`config.mk`:
```
export PLATFORM = sky130hd
export DESIGN_NAME = frame_tx_sched_flat
export DESIGN_NICKNAME = d
export VERILOG_FILES = /design/src/rtl/frame_pkg.sv /design/src/rtl/frame_tx_sched_if.sv /design/src/rtl/frame_tx_sched_rr_arbiter.sv /design/src/rtl/frame_tx_sched.sv /design/src/flat_wrapper.sv
export SDC_FILE = /design/constraint.sdc
export NUM_CORES = 1
export LEC_CHECK = 0
export BUFFER_PORTS_ARGS = -buffer_cell sky130_fd_sc_hd__buf_2
export CAP_MARGIN = 40
export CORE_MARGIN = 4
export CORE_UTILIZATION = 50
export DETAILED_ROUTE_END_ITERATION = 10
export PLACE_DENSITY = 0.84
export SLEW_MARGIN = 20
export SYNTH_ARGS = -nofsm -noshare
export SYNTH_HDL_FRONTEND = slang
export SYNTH_SLANG_ARGS = --single-unit
export TNS_END_PERCENT = 10
```
`constraint.sdc`:
```
create_clock -name clk -period 3.2 [get_ports clk]
set_input_delay 0.16 -clock clk [delete_from_list [all_inputs] [get_ports clk]]
set_output_delay 0.16 -clock clk [all_outputs]
set_load 0.05 [all_outputs]
```
`src/rtl/frame_pkg.sv`:
```
// Shared types and constants for the framed serial transmit path (scheduler, receiver, encoder).
package frame_pkg;
    typedef enum logic [1:0] {IDLE, PRE, DATA, GAP} tx_state_t;

    localparam logic [1:0] PREAMBLE   = 2'b11;
    localparam int         PRE_LEN    = 2;
    localparam int         CW_DEFAULT = 14;
endpackage

```
`src/rtl/frame_tx_sched_if.sv`:
```
// Requester/serial-side bundle of frame_tx_sched; master = codeword sources, slave = scheduler.
interface frame_tx_sched_if
    import frame_pkg::*;
#(
    parameter int NREQ = 2,
    parameter int CW   = CW_DEFAULT
);
    localparam int IW = $clog2(NREQ);

    logic [NREQ-1:0]    req_valid;
    logic [NREQ*CW-1:0] req_data;
    logic [NREQ-1:0]    req_ready;
    logic               dout;
    logic               busy;
    logic [IW-1:0]      grant_id;
    logic               frame_done;

    modport master (output req_valid, req_data,
                    input  req_ready, dout, busy, grant_id, frame_done);
    modport slave  (input  req_valid, req_data,
                    output req_ready, dout, busy, grant_id, frame_done);
endinterface

```
`src/rtl/frame_tx_sched_rr_arbiter.sv`:
```
// One-hot arbiter, combinational grant; FRAME_TX_RR_EN selects round-robin, else fixed lowest-index priority.
// Pointer moves to winner+1 only on advance, so an unaccepted request keeps its turn.
module rr_arbiter #(
    parameter  int NREQ = 2,
    localparam int IW   = $clog2(NREQ)
) (
    input  logic            clk,
    input  logic            rst_n,
    input  logic [NREQ-1:0] req,
    input  logic            advance,
    output logic [NREQ-1:0] grant,
    output logic [IW-1:0]   idx
);
    logic w_found;

`ifdef FRAME_TX_RR_EN
    logic [IW-1:0] r_ptr;

    always_ff @(posedge clk or negedge rst_n) begin
        if (!rst_n) begin
            r_ptr <= '0;
        end else if (advance) begin
            r_ptr <= (int'(idx) == NREQ - 1) ? '0 : idx + 1'b1;
        end
    end

    always_comb begin
        grant   = '0;
        idx     = '0;
        w_found = 1'b0;
        for (int k = 0; k < NREQ; k++) begin
            int j;
            j = (int'(r_ptr) + k) % NREQ;
            if (!w_found && req[j]) begin
                grant[j] = 1'b1;
                idx      = IW'(j);
                w_found  = 1'b1;
            end
        end
    end
`else
    always_comb begin
        grant   = '0;
        idx     = '0;
        w_found = 1'b0;
        for (int k = 0; k < NREQ; k++) begin
            if (!w_found && req[k]) begin
                grant[k] = 1'b1;
                idx      = IW'(k);
                w_found  = 1'b1;
            end
        end
    end
`endif
endmodule

```
`src/rtl/frame_tx_sched.sv`:
```
// Arbitrates NREQ codeword sources onto one serial line: 11 preamble, CW bits MSB first, GAP idle zeros.
// Accept to first preamble bit is 1 cycle; sources wait on req_ready, only offered in IDLE (FRAME_TX_RR_EN: round-robin).
module frame_tx_sched
    import frame_pkg::*;
#(
    parameter int NREQ = 2,
    parameter int CW   = CW_DEFAULT,
    parameter int GAP  = 2
) (
    input  logic            clk,
    input  logic            rst_n,
    frame_tx_sched_if.slave bus
);
    localparam int IW = $clog2(NREQ);
    localparam int BW = $clog2(CW);
    localparam int GW = $clog2(GAP + 1);
    localparam int PW = $clog2(PRE_LEN);

    localparam logic [BW-1:0] BIT_LAST = BW'(CW - 1);
    localparam logic [GW-1:0] GAP_LAST = GW'(GAP - 1);
    localparam logic [PW-1:0] PRE_LAST = PW'(PRE_LEN - 1);

    // The GAP parameter hides the enum literal, so the gap state is always package-qualified.
    tx_state_t       r_state, w_state_nxt;
    logic [CW-1:0]   r_shreg;
    logic [BW-1:0]   r_bit_cnt;
    logic [GW-1:0]   r_gap_cnt;
    logic [PW-1:0]   r_pre_cnt;
    logic            r_dout, r_busy;
    logic [IW-1:0]   r_grant_id;
    logic            w_dout_nxt, w_shift, w_accept;
    logic [NREQ-1:0] w_grant;
    logic [IW-1:0]   w_idx;

    rr_arbiter #(.NREQ(NREQ)) u_arb (
        .clk     (clk),
        .rst_n   (rst_n),
        .req     (bus.req_valid),
        .advance (w_accept),
        .grant   (w_grant),
        .idx     (w_idx)
    );

    assign w_accept       = (r_state == IDLE) && (|bus.req_valid);
    assign bus.req_ready  = (w_accept && rst_n) ? w_grant : '0;
    assign bus.frame_done = (r_state == frame_pkg::GAP) && (r_gap_cnt == GAP_LAST);
    assign bus.dout       = r_dout;
    assign bus.busy       = r_busy;
    assign bus.grant_id   = r_grant_id;

    always_ff @(posedge clk or negedge rst_n) begin
        if (!rst_n) begin
            r_state <= IDLE;
        end else begin
            r_state <= w_state_nxt;
        end
    end

    // dout is registered, so each state computes the bit for the cycle after it.
    always_comb begin
        w_state_nxt = r_state;
        w_dout_nxt  = 1'b0;
        w_shift     = 1'b0;
        case (r_state)
            IDLE: begin
                if (w_accept) begin
                    w_state_nxt = PRE;
                    w_dout_nxt  = PREAMBLE[1];
                end
            end
            PRE: begin
                if (r_pre_cnt == PRE_LAST) begin
                    w_state_nxt = DATA;
                    w_dout_nxt  = r_shreg[CW-1];
                    w_shift     = 1'b1;
                end else begin
                    w_dout_nxt  = PREAMBLE[0];
                end
            end
            DATA: begin
                if (r_bit_cnt == BIT_LAST) begin
                    w_state_nxt = frame_pkg::GAP;
                end else begin
                    w_dout_nxt  = r_shreg[CW-1];
                    w_shift     = 1'b1;
                end
            end
            frame_pkg::GAP: begin
                if (r_gap_cnt == GAP_LAST) begin
                    w_state_nxt = IDLE;
                end
            end
            default: w_state_nxt = IDLE;
        endcase
    end

    always_ff @(posedge clk or negedge rst_n) begin
        if (!rst_n) begin
            r_shreg    <= '0;
            r_bit_cnt  <= '0;
            r_gap_cnt  <= '0;
            r_pre_cnt  <= '0;
            r_dout     <= 1'b0;
            r_busy     <= 1'b0;
            r_grant_id <= '0;
        end else begin
            if (w_accept) begin
                r_shreg    <= bus.req_data[int'(w_idx)*CW +: CW];
                r_grant_id <= w_idx;
            end else if (w_shift) begin
                r_shreg    <= {r_shreg[CW-2:0], 1'b0};
            end
            r_pre_cnt <= (r_state == PRE && w_state_nxt == PRE) ? r_pre_cnt + 1'b1 : '0;
            r_bit_cnt <= (r_state == DATA && w_state_nxt == DATA) ? r_bit_cnt + 1'b1 : '0;
            r_gap_cnt <= (r_state == frame_pkg::GAP && w_state_nxt == frame_pkg::GAP)
                         ? r_gap_cnt + 1'b1 : '0;
            r_dout    <= w_dout_nxt;
            r_busy    <= (w_state_nxt != IDLE);
        end
    end
endmodule

```
`src/flat_wrapper.sv`:
```
// flat-port wrapper written by rule: the top's interface ports become plain ports
module frame_tx_sched_flat import frame_pkg::*;
#(
    parameter int NREQ = 2,
    parameter int CW   = CW_DEFAULT,
    parameter int GAP  = 2
)
  (clk, rst_n, bus_req_valid, bus_req_data, bus_req_ready, bus_dout, bus_busy, bus_grant_id, bus_frame_done);
  frame_tx_sched_if #(.NREQ(NREQ), .CW(CW)) bus_i ();
  input  logic clk;
  input  logic rst_n;
  input wire logic [$bits(bus_i.req_valid)-1:0] bus_req_valid;
  input wire logic [$bits(bus_i.req_data)-1:0] bus_req_data;
  output wire logic [$bits(bus_i.req_ready)-1:0] bus_req_ready;
  output wire logic [$bits(bus_i.dout)-1:0] bus_dout;
  output wire logic [$bits(bus_i.busy)-1:0] bus_busy;
  output wire logic [$bits(bus_i.grant_id)-1:0] bus_grant_id;
  output wire logic [$bits(bus_i.frame_done)-1:0] bus_frame_done;
  assign bus_i.req_valid = bus_req_valid;
  assign bus_i.req_data = bus_req_data;
  assign bus_req_ready = bus_i.req_ready;
  assign bus_dout = bus_i.dout;
  assign bus_busy = bus_i.busy;
  assign bus_grant_id = bus_i.grant_id;
  assign bus_frame_done = bus_i.frame_done;
  frame_tx_sched #(.NREQ(NREQ), .CW(CW), .GAP(GAP)) u_core (.clk(clk), .rst_n(rst_n), .bus(bus_i));
endmodule
```
Word level (Yosys, flattened, before mapping)
Index checks and enable logic that the tools add are counted.
{"block": "op_classes", "addsub": 3, "n_mul": 1, "n_eq_ne": 8, "n_shift": 1, "mux": 20, "n_reduce_logical": 12}
{"op": "indexed part select 28 x 32 -> 14 bit", "n": 1}
{"op": "2-to-1 mux 14 bit", "n": 2}
{"op": "2-to-1 mux 2 bit", "n": 6}
{"op": "== test 2 bit, second input constant", "n": 4}
{"op": "2-to-1 mux 1 bit", "n": 8}
{"op": "one-hot mux 2 bit (4 select lines)", "n": 1}
{"op": "logical AND 1 bit", "n": 7}
{"op": "== test 2 x 1 -> 1 bit, second input constant", "n": 3}
{"op": "adder 4 x 1 -> 4 bit, second input constant", "n": 1}
{"op": "== test 4 bit, second input constant", "n": 1}
{"op": "multiplier 1 x 3 -> 4 bit, second input constant", "n": 1}
{"op": "2-to-1 mux 4 bit", "n": 1}
{"op": "nonzero test 2 bit", "n": 2}
{"op": "one-hot mux 1 bit (3 select lines)", "n": 1}
{"op": "adder 2 x 1 -> 2 bit, second input constant", "n": 1}
{"op": "logical NOT 2 bit", "n": 1}
{"op": "one-hot mux 1 bit (2 select lines)", "n": 1}
{"op": "OR reduction 2 bit", "n": 1}
{"op": "adder 1 bit, second input constant", "n": 1}
{"op": "logical NOT 1 bit", "n": 1}
{"block": "word_totals", "reg_bits": 26, "out_inout_bits": 6, "wordCells": 53}

Logic depth before layout (Yosys ltp)
{"block": "logic_depth", "ltp_word": 7, "depth_mapped": 7, "depth_no_buf": 5}

Hierarchy
A second synthesis with hierarchy kept.
{"block": "unflattened", "cells_unflattened": 139, "area_unflattened_um2": 1614.0}
{"module": "frame_tx_sched", "n_inst": 1, "cells_per_inst": 136, "area_per_inst_um2": 1585.3, "seq_area_each_um2": 650.6}
{"module": "rr_arbiter", "n_inst": 1, "cells_per_inst": 3, "area_per_inst_um2": 28.8, "seq_area_each_um2": 0.0}

Worst setup path before layout
OpenSTA, ideal clock, no wires.
{"block": "synth_path", "kind": "register to output", "start": "reg u_core.r_state[0]", "end": "out bus_req_ready[1]", "arrival_ns": 1.844, "required_time_ns": 3.040, "slack_ns": 1.196, "stages_incl_launch_ff": 7, "n_path_buf": 2, "path_cell_list": "dfrtp_1 > inv_1 > ha_1 > buf_4 > buf_2 > nand2_1 > nor2_1"}
{"block": "synth_between", "elab_chain_len": 4}
{"element": "start: declaration", "line": "frame_tx_sched.sv:24", "rtl": "tx_state_t r_state, w_state_nxt;"}
{"element": "start signal: assignment", "line": "frame_tx_sched.sv:55", "rtl": "r_state <= w_state_nxt;"}
{"element": "logical NOT 2 bit", "line": "frame_tx_sched.sv:44", "rtl": "assign w_accept = (r_state == IDLE) && (|bus.req_valid);"}
{"element": "logical AND 1 bit", "line": "frame_tx_sched.sv:44"}
{"element": "logical AND 1 bit", "line": "frame_tx_sched.sv:45", "rtl": "assign bus.req_ready = (w_accept && rst_n) ? w_grant : '0;"}
{"element": "2-to-1 mux 2 bit", "line": "frame_tx_sched.sv:45"}
{"element": "end: declaration", "line": "flat_wrapper.sv:14", "rtl": "output wire logic [$bits(bus_i.req_ready)-1:0] bus_req_ready;"}
No other way between the ends.

Worst setup path after layout
{"block": "layout_path", "start": "reg u_core.r_state[0]", "end": "reg u_core.r_shreg[13]"}
{"block": "layout_between", "elab_chain_len": 3, "word_cells_on_any_way": 7, "cone_classes": "eq/ne: 2; mux: 2; reduce/logical: 3"}
{"element": "== test 2 bit, or another cell as far along", "line": "frame_tx_sched.sv:64", "rtl": "case (r_state)"}
{"element": "one-hot mux 1 bit (2 select lines) / logical AND 1 bit (equally long branches)", "line": "frame_tx_sched.sv:64, frame_tx_sched.sv:44"}
{"element": "nonzero test 2 bit (no line) / 2-to-1 mux 14 bit (equally long branches)"}
{"element": "end signal: assignment", "line": "frame_tx_sched.sv:108", "rtl": "r_shreg <= bus.req_data[int'(w_idx)*CW +: CW];"}
{"element": "end signal: assignment", "line": "frame_tx_sched.sv:111", "rtl": "r_shreg <= {r_shreg[CW-2:0], 1'b0};"}
{"element": "end: declaration", "line": "frame_tx_sched.sv:25", "rtl": "logic [CW-1:0] r_shreg;"}
Several ways; a longest one is shown, not always the timed one.
A chain may end at the register's enable or synchronous reset.

==> reports/metrics.csv <==
stage,metric,value,unit
route,routed wire length,3450,µm
pwr,power share of the combinational group,58.5,%
cts,Clock transition at path regs,0.15,ns
min_path,hold_sp,bus_req_data[3],
finish,Area Overhead vs Synth,14.3,%
pwr,Worst VDD drop,0.413,mV
logic_synthesis,asr flop ratio synth,100,%
logic_synthesis,Mapped Area,0.00167,mm²
min_path,WHS Endpoint,u_core.r_shreg[3],
sta,Slew HR,58.5,%
logic_synthesis,top-count cell post-synth,dfrtp_1,
worst_setup_path,Critical Path Start Type,register,
route,Pre-Repair DR Iteration Count,4,
global_routing,vias in the first global route,1240,
route,DRT iter0 DRCs,65,
worst_setup_path,critical path endpoint category,register,
logic_synthesis,"area leader, netlist",dfrtp_1,
logic_synthesis,synth warn,0,
cts,CTS tree,built,
pwr,switching power,0.000775,W
worst_setup_path,critical path arrival,2.41,ns
global_routing,first-pass GRT wire length,5550,µm
worst_setup_path,Crit Reg-Reg Startpoint,u_core.r_state[0],
logic_synthesis,Syn Nets,204,
flow_run,max-cap violation count,0,
route,DR vias,1307,
cts,Max clock buf depth,2,
worst_setup_path,RR Endpoint,u_core.r_shreg[13],
finish,layout cells sized above 1,32.3,%
pwr,power share of the sequential group,29.3,%
route,Final ANT Viol Nets,0,
cts,H-tree depth,1,
route,drt wl/cell,14.2,µm
cts,Num CTS Buffers,3,
logic_synthesis,"EDFF count, synth",0,
die,die area,0.00432,mm²
cts,"Gates resized, CTS repair",0,
route,post-route DRC violation count,0,
route,Via density,5.40,
pwr,Power Density,972,mW/mm²
logic_synthesis,Commonest cells post-synth,"26 x dfrtp_1, 18 x inv_1, 17 x nand3_1",
logic_synthesis,ranking of synthesized cells by area,"dfrtp_1 39%, mux2_4 9.0%, o221ai_1 6.8%, ha_1 5.3%, nand3_1 5.1%",
logic_synthesis,share of the synthesized area in the top cell type,39.1,%
die,die height,65.7,µm
die,chip width,65.7,µm
pwr,Clk network pwr share,12.2,%
sta,count of endpoints failing setup in the final report,0,
logic_synthesis,number of synthesized register bits,26,
status,status,finished clean,
sta,RSZ-0062 raised after global routing,no,
sta,Fin. Hold Viols,0,
cts,clock latency on the worst-skew pair,0.32,ns
sta,setup tns final,0,ns
global_routing,initial antenna violation count,0,
placed_design,DP HPWL,2430,µm
die,Starting Density,53.2,%
logic_synthesis,top_reg_cell synth,dfrtp_1,
logic_synthesis,sequential area share after synthesis,39.1,%
sta,crit path time final,2.20,ns
die,row count,20,
worst_setup_path,FF-to-FF setup slack,1.0,ns
sta,"Slew Viols, Final",0,
logic_synthesis,Unique masters post-synth,38,
worst_setup_path,Crit Path Max Fanout,13,
finish,fill count,264,
worst_setup_path,CP Data Required Time,3.41,ns
sta,Worst Tran Pin Value,0.623,ns
sta,Peak Freq,454,MHz
global_routing,overall routing resource usage,16.1,%
pwr,Pint,0.00108,W
sta,Tcrit/Tclk final,68.8,%
global_routing,gr ovfl total,0,
finish,diode count,0,
finish,Nets,238,
die,Core ar.,0.00313,mm²
placed_design,port bufs,37,
worst_setup_path,worst-case reg-to-reg path depth,5,
logic_synthesis,cell count after synthesis,165,
cts,Num Clock Sinks,26,
cts,CTS root buffer,clkbuf_4,
min_path,Tightest Hold Check Type,in2reg,
min_path,hold depth,4,
die,io pins,38,
finish,fin area,0.00190,mm²
placed_design,placed inst area,0.00184,mm²
logic_synthesis,synthesized area per cell,10.1,µm²
worst_setup_path,critical setup path kind,reg2reg,
placed_design,GP Congestion,0.821,
global_routing,largest net degree at the start of global routing,41,
pwr,Switching Share,41.9,%
pwr,leakage power,0.910,nW
sta,clock skew,0.00963,ns
[worst max-delay path, stage by stage (launching register included)]
cell	delay (ns)
dfrtp_1	0.46
inv_1	0.14
ha_1	0.42
nand2_1	0.16
o211ai_4	0.52
mux2_2	0.40
[layer usage]
| layer | GRT usage [%] | routed length, µm |
|---|---|---|
| met5 | 0 | 0 |
| met3 | 2.22 | 150 |
| met1 | 22.2 | 1630 |
| met4 | 3.11 | 21 |
| met2 | 27.0 | 1650 |
[power by group through the flow]
stage / registers [W] / logic (W) / clock network, W
2_1_floorplan: 0.000595 / 0.000877 / 0
3_3_place_gp: 0.000543 / 0.00105 / 0
3_5_place_dp: 0.000547 / 0.00107 / 0
4_1_cts: 0.000539 / 0.00108 / 0.000229
5_1_grt: 0.000558 / 0.00118 / 0.000244
6_report: 0.000542 / 0.00108 / 0.000226
[cell usage in the layout, fill, tap and decap left out, drive strengths merged, types with 2 or more instances in the layout]
master,instances
a21oi,3
a31oi,2
and2,2
and3,2
buf,38
clkbuf,3
dfrtp,26
ha,7
inv,19
mux2,13
nand2,16
nand3,17
nor2,7
nor2b,5
nor4,3
o21ai,3
o221ai,13
o41ai,3
[what timing repair did]
item                      4_1_cts  5_1_grt
hold buffers                    1        0
hold endpoints to repair       26        0
buffers inserted                0        0
[sequential cells by signal, indices dropped and copies added, names as in the netlist]
register and cells:
u_core.r_bit_cnt 4, u_core.bus.busy 1, u_core.r_state 2, u_core.bus.grant_id 1, u_core.r_pre_cnt 1, u_core.r_shreg 14, u_core.bus.dout 1, u_core.r_gap_cnt 2
[worst max-delay path by stage]
stage	startpoint	endpoint	cells past startpoint
after global placement	u_core.r_state[0]	u_core.r_shreg[2]	5
final	u_core.r_state[0]	u_core.r_shreg[13]	5
after detailed placement	u_core.r_state[0]	u_core.r_shreg[13]	5
after global routing	u_core.r_state[0]	u_core.r_shreg[13]	5
after CTS	u_core.r_state[0]	u_core.r_shreg[13]	5
after floorplan	u_core.r_state[0]	bus_req_ready[1]	6
[logic make-up after synthesis]
group	synth area share, %
AO/OA/AOI/OAI	18.9
XOR/XNOR	1.05
adder cells (fa/ha/maj)	5.26
buffers and inverters	8.64
flip-flops	39.1
multiplexers	11.0
AND/OR/NAND/NOR	16.1
[cell type report]
cell class	count	area, µm²	share of cell area, %
sequential	26	651	34.2
timing repair buffer	39	203	10.7
tap	44	55.1	2.89
clock inverter	1	30.0	1.58
clock buffer	3	22.5	1.18
inverter	19	71.3	3.75
multi-input combinational	110	871	45.8
[metrics by stage]
stage          power [W]  hold slack, ns  util (%)  worst slack [ns]  std cells
6_report         0.00185           0.191      60.8             0.998        242
3_5_place_dp     0.00162           0.205      58.8              1.03        237
5_1_grt          0.00198           0.207      60.8             0.886        242
4_1_cts          0.00185           0.197      60.8              1.01        242
3_3_place_gp     0.00159           0.198      58.8              1.12        237
2_1_floorplan    0.00147          -0.136         -              1.20        165
Note: power is estimated with default switching activity, not from simulation.
